`src/rtl/sweep_counter_if.sv`:
```
// Control/status bundle for sweep_counter: enable, mode, step, modulus, load and registered outputs.
interface sweep_counter_if #(
  parameter int WIDTH = 8
);
  logic             i_en;
  logic             i_mode;
  logic [WIDTH-1:0] i_step;
  logic [WIDTH-1:0] i_max;
  logic             i_load;
  logic [WIDTH-1:0] i_load_val;
  logic [WIDTH-1:0] o_data;
  logic             o_dir;
  logic             o_tc;

  modport master (
    output i_en, i_mode, i_step, i_max, i_load, i_load_val,
    input  o_data, o_dir, o_tc
  );

  modport slave (
    input  i_en, i_mode, i_step, i_max, i_load, i_load_val,
    output o_data, o_dir, o_tc
  );
endinterface

```
`src/rtl/sweep_counter.sv`:
```
// Programmable sawtooth/triangle counter, outputs registered on the enabling edge, no backpressure.
// Define SWEEP_COUNTER_LOAD_EN to enable the synchronous load port; otherwise load is ignored.
module sweep_counter #(
  parameter int WIDTH = 8
) (
  input logic            clk,
  input logic            rst,
  sweep_counter_if.slave s
);

  logic [WIDTH-1:0] r_data;
  logic             r_dir;
  logic             r_tc;

  logic [WIDTH-1:0] w_data_nxt;
  logic             w_dir_nxt;
  logic             w_tc_nxt;
  logic [WIDTH-1:0] w_step_eff;
  logic [WIDTH:0]   w_sum;
  logic [WIDTH:0]   w_wrap;
  logic             w_load;

`ifdef SWEEP_COUNTER_LOAD_EN
  assign w_load = s.i_load;
`else
  assign w_load = 1'b0;
  wire w_unused_load = &{1'b0, s.i_load, s.i_load_val};
`endif

  assign w_step_eff = (s.i_step > s.i_max) ? s.i_max : s.i_step;
  // Sum carried at WIDTH+1 bits so max=all-ones never overflows.
  assign w_sum      = {1'b0, r_data} + {1'b0, w_step_eff};
  assign w_wrap     = w_sum - ({1'b0, s.i_max} + {{WIDTH{1'b0}}, 1'b1});

  always_comb begin
    w_data_nxt = r_data;
    w_dir_nxt  = r_dir;
    w_tc_nxt   = 1'b0;
    if (w_load) begin
      w_data_nxt = s.i_load_val;
      w_dir_nxt  = 1'b1;
    end else if (s.i_en) begin
      if (r_data > s.i_max) begin
        // Modulus lowered under the count: snap to the natural turnaround point.
        w_tc_nxt = 1'b1;
        if (s.i_mode) begin
          w_data_nxt = s.i_max;
          w_dir_nxt  = 1'b0;
        end else begin
          w_data_nxt = '0;
          w_dir_nxt  = 1'b1;
        end
      end else if (w_step_eff != '0) begin
        if (!s.i_mode) begin
          w_dir_nxt = 1'b1;
          if (w_sum > {1'b0, s.i_max}) begin
            w_data_nxt = w_wrap[WIDTH-1:0];
            w_tc_nxt   = 1'b1;
          end else begin
            w_data_nxt = w_sum[WIDTH-1:0];
          end
        end else if (r_dir) begin
          if (w_sum >= {1'b0, s.i_max}) begin
            w_data_nxt = s.i_max;
            w_dir_nxt  = 1'b0;
            w_tc_nxt   = 1'b1;
          end else begin
            w_data_nxt = w_sum[WIDTH-1:0];
          end
        end else begin
          if (r_data <= w_step_eff) begin
            w_data_nxt = '0;
            w_dir_nxt  = 1'b1;
            w_tc_nxt   = 1'b1;
          end else begin
            w_data_nxt = r_data - w_step_eff;
          end
        end
      end
    end
  end

  always_ff @(posedge clk or posedge rst) begin
    if (rst) begin
      r_data <= '0;
      r_dir  <= 1'b1;
      r_tc   <= 1'b0;
    end else begin
      r_data <= w_data_nxt;
      r_dir  <= w_dir_nxt;
      r_tc   <= w_tc_nxt;
    end
  end

  assign s.o_data = r_data;
  assign s.o_dir  = r_dir;
  assign s.o_tc   = r_tc;

endmodule

```
`src/flat_wrapper.sv`:
```
// flat-port wrapper written by rule: the top's interface ports become plain ports
module sweep_counter_flat 
#(
  parameter int WIDTH = 8
)
  (clk, rst, s_i_en, s_i_mode, s_i_step, s_i_max, s_i_load, s_i_load_val, s_o_data, s_o_dir, s_o_tc);
  sweep_counter_if #(.WIDTH(WIDTH)) s_i ();
  input logic clk;
  input logic rst;
  input wire logic [$bits(s_i.i_en)-1:0] s_i_en;
  input wire logic [$bits(s_i.i_mode)-1:0] s_i_mode;
  input wire logic [$bits(s_i.i_step)-1:0] s_i_step;
  input wire logic [$bits(s_i.i_max)-1:0] s_i_max;
  input wire logic [$bits(s_i.i_load)-1:0] s_i_load;
  input wire logic [$bits(s_i.i_load_val)-1:0] s_i_load_val;
  output wire logic [$bits(s_i.o_data)-1:0] s_o_data;
  output wire logic [$bits(s_i.o_dir)-1:0] s_o_dir;
  output wire logic [$bits(s_i.o_tc)-1:0] s_o_tc;
  assign s_i.i_en = s_i_en;
  assign s_i.i_mode = s_i_mode;
  assign s_i.i_step = s_i_step;
  assign s_i.i_max = s_i_max;
  assign s_i.i_load = s_i_load;
  assign s_i.i_load_val = s_i_load_val;
  assign s_o_data = s_i.o_data;
  assign s_o_dir = s_i.o_dir;
  assign s_o_tc = s_i.o_tc;
  sweep_counter #(.WIDTH(WIDTH)) u_core (.clk(clk), .rst(rst), .s(s_i));
endmodule
```
`config.mk`:
```
export PLATFORM = sky130hd
export DESIGN_NAME = sweep_counter_flat
export DESIGN_NICKNAME = d
export VERILOG_FILES = /design/src/rtl/sweep_counter_if.sv /design/src/rtl/sweep_counter.sv /design/src/flat_wrapper.sv
export SDC_FILE = /design/constraint.sdc
export NUM_CORES = 1
export LEC_CHECK = 0
export ABC_AREA = 1
export ABC_CLOCK_PERIOD_IN_PS = 7000
export BUFFER_PORTS_ARGS = -buffer_cell sky130_fd_sc_hd__buf_2
export CORE_AREA = 2 2 99 101
export CTS_CLUSTER_SIZE = 40
export DETAILED_ROUTE_END_ITERATION = 7
export DIE_AREA = 0 0 101 103
export GPL_TIMING_DRIVEN = 0
export SYNTH_ARGS = -nofsm -noshare
export SYNTH_HDL_FRONTEND = slang
export SYNTH_SLANG_ARGS = --single-unit
```
`constraint.sdc`:
```
create_clock -name clk -period 7 [get_ports clk]
set_input_delay 0.7 -clock clk [delete_from_list [all_inputs] [get_ports clk]]
set_output_delay 0.7 -clock clk [all_outputs]
set_load 0.01 [all_outputs]
```
==> metrics.txt <==
Syn. warnings=0; hold buffer count at cts=0; register area=251 µm²; RSZ-0062 raised after global routing=false; multi-input combinational cell area=0.00212 mm²; #FFs+latches synth=10; crit-path max cell delay=0.40 ns; Max-Cap Viols=0; gr ovfl total=0; Cells after Synth=425; chip height=103 µm; number of synthesized flops with an enable pin=0; vias in the first global route=2647; width of the die=101 µm; I/O pins=39; WP data required=7.14 ns; Final Hold Vio Count=0; r2r worst-path depth=19; Yosys top cell area share=20.1%; CP startpoint kind=input pin; PostCTS Resize Cnt=0; overall power=1.52 mW; Clock Path Buffers=2; final WL=7700 µm; Worst Tran Pin Value=0.471 ns; most common cell after layout, fill and taps aside=nand2_1; sequential share of the synthesized area=9.41%; CP top delay family=simple AND/OR/NAND/NOR gates; Remaining DRCs=0; crit-path max FO=10; Final ANT Viol Nets=0; Via Count=2680; library cells used by synthesis=37; largest net degree at the start of global routing=11; Clock power frac=4.3%; net load switching power=0.912 mW; CTS tree=yes; most used cell, CP=nand2_1; Final Cycle Share=71.1%; CP max stage cell=fa_1; Starting Density=28.2%; clock sink count=10; hold crit path type=in -> async; Die ar.=0.0104 mm²; arrival time at the worst endpoint=5.11 ns; switching share of total power=60.0%; Synth Flop Type=dfrtp_1; final count of pins violating max slew=0; Slew HR=68.5%; # setup viols final=0; Post-layout nets=534; Layout Skew=0.00946 ns; reg2reg start=u_core.s.o_data[0]; Global Route Usage Sum=15.6%; first-pass GRT wire length=12900 µm; crit path time final=4.98 ns; Comb power frac=87.2%; drt first-iter violations=104; Row Count=36; reg-to-reg setup timing slack=3.39 ns; commonest cells after routing, fill and taps aside=nand2_1 (103), inv_1 (69), nor2_1 (45), ha_1 (43), nand3_1 (39); status=complete, no violations; Pre-antenna DRT Iters=4; peak supply drop=0.000150 V; P_leak=1.71 nW; Crit Path Category=in -> reg; core box area=0.00946 mm²; routability cong.=0.953; # diodes=0; area grow syn2layout=12.5%; TritonCTS buffer count=3; fmax=0.201 GHz; Pint=0.607 mW; clock slew at reported path FFs=0.06 ns; post-CTS setup repair buffer count=0; Crit Reg-Reg Endpoint=u_core.s.o_data[0]; Synth Cell Area=0.00267 mm²; Post-Syn Nets=500; ratio of cells with drive above 1 in the final layout=16.8%; Synth area leader=ha_1; antenna violations before repair=0; Power Dens Cells=506 mW/mm²; buffers added on ports=29; setup tns final=0 ns; drt wl/cell=13.5 µm; sequential power share=8.5%; fillers=1081; number of vias per cell=4.69; largest cells by area after synthesis=ha_1 (20%), nand2_1 (14%), inv_1 (9.7%), dfrtp_1 (8.4%), nand3_1 (7.3%); syn_area_per_cell=6.29 µm²; clk root buf=clkbuf_8; dpl hpwl=6610 µm; H-tree Lvls=1; fraction of registers with async set/reset=100%; clk_lat worst skew=0.24 ns; Buf/Inv on CP=4; crit path capture type=flip-flop
synthesized netlist by cell type (6+ instances only):
cell     count
nand2_1    103
inv_1       69
nor2_1      45
ha_1        43
nand3_1     39
a21oi_1     15
nand2_2     15
xor2_1      12
o21ai_0     11
dfrtp_1      9
nand4_1      6
nor2_2       6
power groups by stage:
stage	logic, mW	registers [mW]	clock network (mW)
5_1_grt	1.50	0.137	0.0703
3_3_place_gp	1.30	0.132	0
4_1_cts	1.31	0.131	0.0664
3_5_place_dp	1.30	0.131	0
6_report	1.32	0.130	0.0650
2_1_floorplan	1.00	0.133	0
area by class of cell:
class,instances,area share (%)
plain buffers,6,0.875
clock buffers,4,1.50
inverters,72,9.16
multi-input cells,337,70.5
flip-flops and latches,10,8.37
well taps,114,4.75
repair buffers,29,4.83
metal layers:
metal	global-route usage, %	wire [µm]	vias to the layer above
li1	-	-	1412
met1	21.5	3790	1208
met2	26.5	3560	54
met3	1.63	289	6
met4	3.22	68	0
met5	0	0	-
metrics by stage:
stage               worst slack, ns  std cells  hold WS, ns  util, %  area (µm²)
floorplan                      2.68        425        0.539        -        2670
global placement               1.81        568        0.578     31.3        2960
detailed placement             1.80        568        0.584     31.3        2960
CTS                            2.05        572        0.485     31.8        3000
global route                   1.64        572        0.503     31.8        3000
finish                         2.02        572        0.461     31.8        3000
how the worst max path moves through the flow:
stage | start | end | slack, ns | cells past startpoint
floorplan | s_i_max[3] | u_core.s.o_data[0] | 2.68 | 31
global route | s_i_max[3] | u_core.s.o_data[0] | 1.64 | 32
detailed placement | s_i_max[1] | u_core.s.o_data[0] | 1.80 | 32
CTS | s_i_max[1] | u_core.s.o_data[0] | 2.05 | 32
finish | s_i_max[1] | u_core.s.o_data[0] | 2.02 | 32
global placement | s_i_max[1] | u_core.s.o_data[0] | 1.81 | 32
cells by family (layout without fill, tap and decap cells):
family                     Yosys count  count (layout)  share of synthesized area, %
AOI/OAI and AO/OA                   44              44                          9.88
DFF                                 10              10                          9.41
buffers and inverters               78             111                          11.3
and+or+nand+nor                    231             231                          41.8
adders and majority gates           46              46                          22.4
xor gates and xnor gates            16              16                          5.25
flip-flops by register name, summed over array words and instances (netlist names):
| register | cells |
|---|---|
| u_core.s.o_data | 8 |
| u_core.s.o_dir | 1 |
| u_core.s.o_tc | 1 |
worst register-to-register path, cell delays in order (launching register included):
cell and delay (ns):
dfrtp_1 0.41, ha_1 0.19, inv_1 0.06, fa_1 0.40, nand3b_1 0.20, nand2_2 0.12
xor2_1 0.30, ha_1 0.36, a21oi_1 0.28, nand3_1 0.11, nand2_1 0.06, nand2_1 0.06
nand2_2 0.09, nand3_1 0.21, nand2_1 0.17, nand2_2 0.09, a21oi_1 0.13, nand3_1 0.09
nor2_1 0.12, nor2_1 0.05
Power figures use the tool's default switching activity.
